==> src/rtl/bitplane_to_raster.sv <==
// Bitplane-to-raster pixel decode: aligns command/mode with RAM latency and extracts 8/4/2/1 bpp pixels.
// Optional build macro BP2R_PALETTE_OFFSET_EN: fg high bits select the palette bank in 4/2 bpp modes.
module bitplane_to_raster #(
  parameter int RAM_READ_CYCLES = 3
) (
  input  logic        clk,
  input  logic        reset,
  input  logic [3:0]  pc_ena_in,
  input  logic [7:0]  cmd_in,
  input  logic [23:0] bp_2_rast_cmd,
  input  logic [7:0]  ram_byte,
  output logic [7:0]  pixel_out,
  output logic        pixel_ena
);

  logic [7:0]  cmd_dly_q  [RAM_READ_CYCLES];
  logic [23:0] mode_dly_q [RAM_READ_CYCLES];
  logic [23:0] mode_q;
  logic [7:0]  pixel_q, pixel_d;
  logic        ena_q, ena_d;
  logic [23:0] mode_d;
  logic [7:0]  d_cmd;
  logic [23:0] d_mode;
  logic        strobe;

  function automatic logic [7:0] extract_pixel(input logic [7:0]  b,
                                               input logic [7:0]  cmd,
                                               input logic [23:0] mode);
    logic [2:0] sub;
    logic [7:0] fg, bg;
    logic [3:0] nib;
    logic [1:0] pair;
    sub  = cmd[2:0];
    bg   = mode[15:8];
    fg   = mode[23:16];
    nib  = sub[2] ? b[3:0] : b[7:4];
    case (sub[2:1])
      2'd0:    pair = b[7:6];
      2'd1:    pair = b[5:4];
      2'd2:    pair = b[3:2];
      default: pair = b[1:0];
    endcase
    case (mode[1:0])
      2'd0: extract_pixel = b;
`ifdef BP2R_PALETTE_OFFSET_EN
      2'd1: extract_pixel = {fg[7:4], nib};
      2'd2: extract_pixel = {fg[7:2], pair};
`else
      2'd1: extract_pixel = {4'h0, nib};
      2'd2: extract_pixel = {6'h00, pair};
`endif
      default: extract_pixel = b[3'd7 - sub] ? fg : bg;
    endcase
  endfunction

  // Stage p0..pN-1: command/mode delay line matching RAM read latency
  always_ff @(posedge clk or posedge reset) begin
    if (reset) begin
      for (int i = 0; i < RAM_READ_CYCLES; i++) begin
        cmd_dly_q[i]  <= 8'h00;
        mode_dly_q[i] <= 24'h000000;
      end
    end else begin
      cmd_dly_q[0]  <= cmd_in;
      mode_dly_q[0] <= bp_2_rast_cmd;
      for (int i = 1; i < RAM_READ_CYCLES; i++) begin
        cmd_dly_q[i]  <= cmd_dly_q[i-1];
        mode_dly_q[i] <= mode_dly_q[i-1];
      end
    end
  end

  assign d_cmd  = cmd_dly_q[RAM_READ_CYCLES-1];
  assign d_mode = mode_dly_q[RAM_READ_CYCLES-1];
  assign strobe = (pc_ena_in == 4'(RAM_READ_CYCLES));

  // Mode only reloads outside the window, so a line never changes format mid-way
  always_comb begin
    mode_d  = mode_q;
    pixel_d = pixel_q;
    ena_d   = ena_q;
    if (strobe) begin
      ena_d   = d_cmd[7];
      pixel_d = d_cmd[7] ? extract_pixel(ram_byte, d_cmd, mode_q) : 8'h00;
      if (!d_cmd[7]) mode_d = d_mode;
    end
  end

  // Stage pN: output and mode registers
  always_ff @(posedge clk or posedge reset) begin
    if (reset) begin
      mode_q  <= 24'h000000;
      pixel_q <= 8'h00;
      ena_q   <= 1'b0;
    end else begin
      mode_q  <= mode_d;
      pixel_q <= pixel_d;
      ena_q   <= ena_d;
    end
  end

  assign pixel_out = pixel_q;
  assign pixel_ena = ena_q;

endmodule

==> config.mk <==
export PLATFORM = sky130hd
export DESIGN_NAME = bitplane_to_raster
export DESIGN_NICKNAME = d
export VERILOG_FILES = /design/src/rtl/bitplane_to_raster.sv
export SDC_FILE = /design/constraint.sdc
export NUM_CORES = 1
export LEC_CHECK = 0
export ABC_AREA = 1
export CAP_MARGIN = 30
export CORE_MARGIN = 2
export CORE_UTILIZATION = 65
export DETAILED_ROUTE_END_ITERATION = 8
export DONT_BUFFER_PORTS = 1
export PLACE_DENSITY = 0.81
export SKIP_CTS_REPAIR_TIMING = 1
export SLEW_MARGIN = 25
export SYNTH_ARGS = -nofsm -noshare
export SYNTH_HDL_FRONTEND = slang
export SYNTH_SLANG_ARGS = --single-unit
==> constraint.sdc <==
create_clock -name clk -period 8 [get_ports clk]
set_input_delay 1.6 -clock clk [delete_from_list [all_inputs] [get_ports clk]]
set_output_delay 1.6 -clock clk [all_outputs]
set_load 0.1 [all_outputs]
After elaboration in Yosys (flattened, before gate mapping)
Cells that the tools add are included.

word-level totals
  word-level logic and storage cells = 27
  bits in registers = 129

operators by class
  $add $sub $neg = 1
  $lt $le $gt $ge = 1
  equality and inequality tests = 5
  bitwise operators = 1
  muxes and demuxes = 7
  reductions and logical operators = 3

operator list
  operator               count
  $pmux W8 S3            1
  $mux W8                2
  $pmux W2 S3            1
  $eq A2 B1 Y1 const B   2
  $eq A2 B2 Y1 const B   2
  $eq A4 B2 Y1 const B   1
  $logic_not A2 Y1       2
  $lt A3 B4 Y1 const B   1
  $mux W4                1
  $bmux W1 S3            1
  $sub A3 B3 Y3 const A  1
  $reduce_and A2 Y1      1
  $mux W1                1
  $not A1 Y1             1

Logic depth before layout (Yosys ltp)
  word-level depth = 6
  mapped depth = 12

Least setup slack after synthesis
No wires, ideal clock.

  kind = input to register
  start point = input pc_ena_in[3]
  end point = register mode_q[0]
  stages = 8
  slack = 5349 ps
  buffers on the path = 2
  required time = 7881 ps
  arrival = 2531 ps
  cells stage by stage = nor2_1 > and3_1 > inv_2 > or2_1 > buf_6 > buf_8 > nor2_4 > a21oi_2

between the ends
  cells in the longest elaborated chain, start to end = 2

ends and longest elaborated chain
  element                             RTL line  text
  start: declaration                  8         input logic [3:0] pc_ena_in,
  $eq A4 B2 Y1                        75        assign strobe = (pc_ena_in == 4'(RAM_READ_CYCLES));
  $reduce_and A2 Y1 (no source line)  n/a
  end signal: assignment              96        mode_q <= mode_d;
  end: declaration                    18        logic [23:0] mode_q;

No other way between the ends.
A chain may end at the register's enable or synchronous reset.

Worst setup path in the final report
  start point = register pixel_q[6], in the netlist pixel_out[6]
  end point = output pixel_out[6]

RTL lines
  element                   RTL line  text
  start: declaration        19        logic [7:0] pixel_q, pixel_d;
  start signal: assignment  97        pixel_q <= pixel_d;
  end: declaration          12        output logic [7:0] pixel_out,

No word-level cell between the ends.

==> impl_results.html <==
<table>
<tr><th>Metric</th><th>Value</th></tr>
<tr><th colspan="2">Global route</th></tr>
<tr><td>First-pass GRT wire length</td><td>roughly 7500 um</td></tr>
<tr><td>GR Util met1</td><td>approximately 24%</td></tr>
<tr><td>Initial antenna violation count</td><td>0</td></tr>
<tr><td>Grt total ovfl</td><td>0</td></tr>
<tr><td>Maximum number of pins on one net before global-route repair</td><td>60</td></tr>
<tr><td>Number of global-route vias before repair</td><td>between 1500 and 2000</td></tr>
<tr><td>Met3 track demand over resource in global routing</td><td>about 5.4%</td></tr>
<tr><td>Most congested layer reported by global routing</td><td>met2</td></tr>
<tr><td>Global-route usage over all layers</td><td>around a fifth</td></tr>
<tr><td>Met2 usage in global routing</td><td>about 30%</td></tr>
<tr><th colspan="2">Power</th></tr>
<tr><td>Fraction of power spent switching nets</td><td>a little under a third</td></tr>
<tr><td>Clock share of power</td><td>between 20% and 30%</td></tr>
<tr><td>Internal power consumption</td><td>658.1 uW</td></tr>
<tr><td>Total power</td><td>~960 uW</td></tr>
<tr><td>Worst voltage drop across the vdd grid</td><td>approximately 0.00019 V</td></tr>
<tr><td>Leak</td><td>1.688 nW</td></tr>
<tr><td>Seq pwr share</td><td>a little over three fifths</td></tr>
<tr><td>Portion of total power attributed to combinational logic</td><td>between 9 and 10%</td></tr>
<tr><td>Power dissipated by switching net loads</td><td>298.5 uW</td></tr>
<tr><td>Power per cell area</td><td>between 200 and 300 mW/mm^2</td></tr>
<tr><th colspan="2">Floorplan</th></tr>
<tr><td>Area enclosed by the die boundary</td><td>~0.0056 sq mm</td></tr>
<tr><td>Standard cell core area</td><td>between 0.004 and 0.005 sq mm</td></tr>
<tr><td>I/O pins</td><td>55</td></tr>
<tr><td>Standard-cell row count</td><td>25</td></tr>
<tr><td>Initial core utilization</td><td>between 60 and 70%</td></tr>
<tr><td>Die extent in y</td><td>between 70 and 80 um</td></tr>
<tr><td>Die boundary width</td><td>between 70 and 80 um</td></tr>
<tr><th colspan="2">Run status</th></tr>
<tr><td>Status</td><td>finished clean</td></tr>
<tr><th colspan="2">Min path</th></tr>
<tr><td>Hold Startpoint</td><td>mode_dly_q[39]</td></tr>
<tr><td>Hold path cells</td><td>0</td></tr>
<tr><td>Path class of the lowest-slack min-delay path</td><td>reg -&gt; reg</td></tr>
<tr><td>Worst hold endpoint</td><td>d_mode[15]</td></tr>
<tr><th colspan="2">Setup path</th></tr>
<tr><td>Register-to-register setup slack</td><td>6.37 ns</td></tr>
<tr><td>Critical path type</td><td>reg -&gt; out</td></tr>
<tr><td>Data required time at the worst endpoint</td><td>roughly 6.4 ns</td></tr>
<tr><td>Critical register-to-register path endpoint</td><td>pixel_out[7]</td></tr>
<tr><td>Largest fanout on the critical path</td><td>2</td></tr>
<tr><td>Register-to-Register Path Depth</td><td>11</td></tr>
<tr><td>Critical Path Source Type</td><td>flop</td></tr>
<tr><td>Capturing element type of the critical path</td><td>output port</td></tr>
<tr><td>FF-to-FF Start</td><td>d_cmd[2]</td></tr>
<tr><td>WP data arrival</td><td>between 1 and 1.5 ns</td></tr>
<tr><th colspan="2">Drt</th></tr>
<tr><td>Detailed Routing Iterations Pass 1</td><td>4</td></tr>
<tr><td>Final wirelength</td><td>about 4600 um</td></tr>
<tr><td>DRC violation count after routing</td><td>0</td></tr>
<tr><td>Routed via count</td><td>between 1500 and 2000</td></tr>
<tr><td>Post-detailed-route wirelength per cell</td><td>13.38 um</td></tr>
<tr><td>Starting DRC count in detailed routing</td><td>about 160</td></tr>
<tr><td>Post-DR vias/cell</td><td>~5</td></tr>
<tr><td>Post-route ant nets</td><td>0</td></tr>
<tr><th colspan="2">Clocking</th></tr>
<tr><td>Clock root buffer</td><td>clkbuf_8</td></tr>
<tr><td>Number of buffers on the longest clock path</td><td>2</td></tr>
<tr><td>Clock transition at the registers of the reported paths</td><td>0.08 ns</td></tr>
<tr><td>Clock Sink Count</td><td>between 90 and 100</td></tr>
<tr><td>CTS Buf Count</td><td>9</td></tr>
<tr><td>Insertion delay of the later-clocked pin in the worst-skew pair</td><td>0.34 ns</td></tr>
<tr><td>Depth of the CTS H-tree</td><td>3</td></tr>
<tr><td>Clock tree from TritonCTS</td><td>yes</td></tr>
<tr><th colspan="2">Final layout</th></tr>
<tr><td>Layout cell share with drive strength beyond 1</td><td>between 10% and 20%</td></tr>
<tr><td>Final Non-Filler Cells</td><td>between 300 and 400</td></tr>
<tr><td>Antenna diodes</td><td>0</td></tr>
<tr><td>Nets</td><td>approximately 320</td></tr>
<tr><td>Cell area after layout</td><td>about 0.0034 sq mm</td></tr>
<tr><td>Area growth, synth to finish</td><td>6.530%</td></tr>
<tr><td>Commonest non-fill, non-tap cell in the layout</td><td>dfrtp_1</td></tr>
<tr><td>Leading cell types in the layout, fill and taps excluded</td><td>93 x dfrtp_1, 63 x nand2_1, 24 x inv_1, 23 x nand3_1, 16 x a21oi_2</td></tr>
<tr><th colspan="2">Logic synthesis</th></tr>
<tr><td>Async SR Flop Fraction</td><td>100.0%</td></tr>
<tr><td>Yosys top cell area share</td><td>a little under three quarters</td></tr>
<tr><td>EDFF count, synth</td><td>0</td></tr>
<tr><td>Dominant synthesized flop cell</td><td>dfrtp_1</td></tr>
<tr><td>Part of the Yosys area used for sequential elements</td><td>a little under three quarters</td></tr>
<tr><td>Synthesized Nets</td><td>310</td></tr>
<tr><td>Mean instance size in the synthesized netlist</td><td>between 10 and 15 sq um</td></tr>
<tr><td>Number of distinct library cells after synthesis</td><td>22</td></tr>
<tr><td>Area of the mapped netlist</td><td>~0.0032 sq mm</td></tr>
<tr><td>Cell type with the highest aggregate area in the netlist</td><td>dfrtp_1</td></tr>
<tr><td>Count of state elements after synthesis</td><td>93</td></tr>
<tr><td>Number of warnings reported in the yosys synthesis log</td><td>0</td></tr>
<tr><td>Mapped Cells</td><td>about 260</td></tr>
<tr><td>Area contributors post-synth</td><td>dfrtp_1 72%, nand2_1 7.3%, a21oi_2 4.3%, nand3_1 3.6%, nor2_4 3.5%</td></tr>
<tr><th colspan="2">Timing</th></tr>
<tr><td>Worst-margin pin slew</td><td>between 0.9 and 1 ns</td></tr>
<tr><td>Final setup skew</td><td>0.004055 ns</td></tr>
<tr><td>Final-report hold violation count</td><td>0</td></tr>
<tr><td>Total setup violations reported at the end of the flow</td><td>0</td></tr>
<tr><td>Share of the cycle needed by the critical path after routing</td><td>36.02%</td></tr>
<tr><td>Timing-limited maximum frequency</td><td>around 0.35 GHz</td></tr>
<tr><td>Total negative slack for setup checks</td><td>0 ns</td></tr>
<tr><td>Number of pins with negative max-slew slack in the final report</td><td>0</td></tr>
<tr><td>Minimum clock period</td><td>a little under 3 ns</td></tr>
<tr><td>Unrepaired setup endpoints after global routing</td><td>false</td></tr>
<tr><td>Worst slew slack as a fraction of its limit</td><td>between 30% and 40%</td></tr>
<tr><th colspan="2">Place</th></tr>
<tr><td>Port Buf Inserts</td><td>0</td></tr>
<tr><td>Final weighted congestion of routability-driven global placement</td><td>0.8362</td></tr>
<tr><td>Detailed Place HPWL</td><td>3123 um</td></tr>
<tr><td>Placed instance count</td><td>about 330</td></tr>
<tr><td>Placed inst area</td><td>between 0.003 and 0.004 sq mm</td></tr>
<tr><th colspan="2">Flow run</th></tr>
<tr><td># Max-Cap Violations</td><td>0</td></tr>
</table>
==> worst max path at each step <==
stage | end | slack (ns) | cells past startpoint | startpoint
detailed placement | mode_q[22] | 5.03 | 7 | pc_ena_in[3]
finish | pixel_out[6] | 5.12 | 0 | pixel_out[6]
global route | pixel_out[0] | 5.07 | 0 | pixel_out[0]
global placement | mode_q[20] | 5.07 | 7 | pc_ena_in[3]
CTS | pixel_out[0] | 5.10 | 0 | pixel_out[0]
floorplan | cmd_dly_q[10] | 3.98 | 1 | reset
==> logic make-up (layout without fill, tap and decap cells) <==
| kind of cell | after synthesis | count (layout) | share of synthesized area (%) |
|---|---|---|---|
| and+or+nand+nor | 112 | 112 | 16.77 |
| DFF | 93 | 93 | 71.87 |
| buffers and inverters | 33 | 46 | 4.984 |
| AOI/OAI and AO/OA | 26 | 26 | 6.375 |
==> registers in the layout, summed over array words and instances, names as in the netlist <==
register    flops
pixel_out       8
mode_dly_q     36
d_mode         18
cmd_dly_q       8
d_cmd           4
mode_q         18
pixel_ena       1
==> power by group through the flow <==
| stage | registers (mW) | clock network (mW) | logic [mW] |
|---|---|---|---|
| 2_1_floorplan | 0.606 | 0 | 0.0784 |
| 6_report | 0.602 | 0.259 | 0.0951 |
| 3_3_place_gp | 0.609 | 0 | 0.0930 |
| 3_5_place_dp | 0.612 | 0 | 0.0949 |
| 4_1_cts | 0.603 | 0.268 | 0.0963 |
| 5_1_grt | 0.608 | 0.287 | 0.110 |
==> layer usage <==
layer / vias up / part of all wire [%] / wire length [um]
met4: 0 / 2.1 / 95
met3: 9 / 5.8 / 267
met5: - / 0 / 0
li1: 838 / - / -
met2: 49 / 49 / 2274
met1: 827 / 43 / 1965
==> cell type report <==
| cell class | count | area (sq um) |
|---|---|---|
| Clock buffer | 10 | 127.6 |
| Clock inverter | 6 | 40.04 |
| Fill cell | 330 | 1305 |
| Inverter | 28 | 106.4 |
| Multi-Input combinational cell | 138 | 749.5 |
| Sequential cell | 93 | 2327 |
| Tap cell | 67 | 83.83 |
| Timing Repair Buffer | 2 | 15.01 |
==> stage by stage <==
stage               setup slack [ns]  util [%]  hold slack, ns
finish                         5.118     72.55          0.3493
global route                   5.073     72.55          0.3583
CTS                            5.104     72.55          0.3528
detailed placement             5.025     69.03          0.3347
global placement               5.072     69.03          0.3310
floorplan                      3.980         -          0.3312
==> synthesized netlist by cell type, types with 2 or more instances <==
cell / n
inv_2: 2
o21ai_0: 3
dfrtp_1: 93
a22oi_1: 3
nor2_4: 10
nand2_1: 63
buf_6: 3
nand2_2: 2
inv_1: 25
nor2_1: 10
nand3_1: 23
o21ai_2: 2
a21oi_2: 16
==> worst register-to-register path, stage by stage (launching register included) <==
cell and delay, ns:
dfrtp_1 0.52, inv_2 0.10, nand3_1 0.10, inv_1 0.05, nor2_1 0.12, nand2_2 0.17, nand2_4 0.15, nand2_1 0.06
nand3_1 0.07, nand2_1 0.08, nand2_1 0.06, nand2_1 0.04
Note: power is estimated with default switching activity, not from simulation.
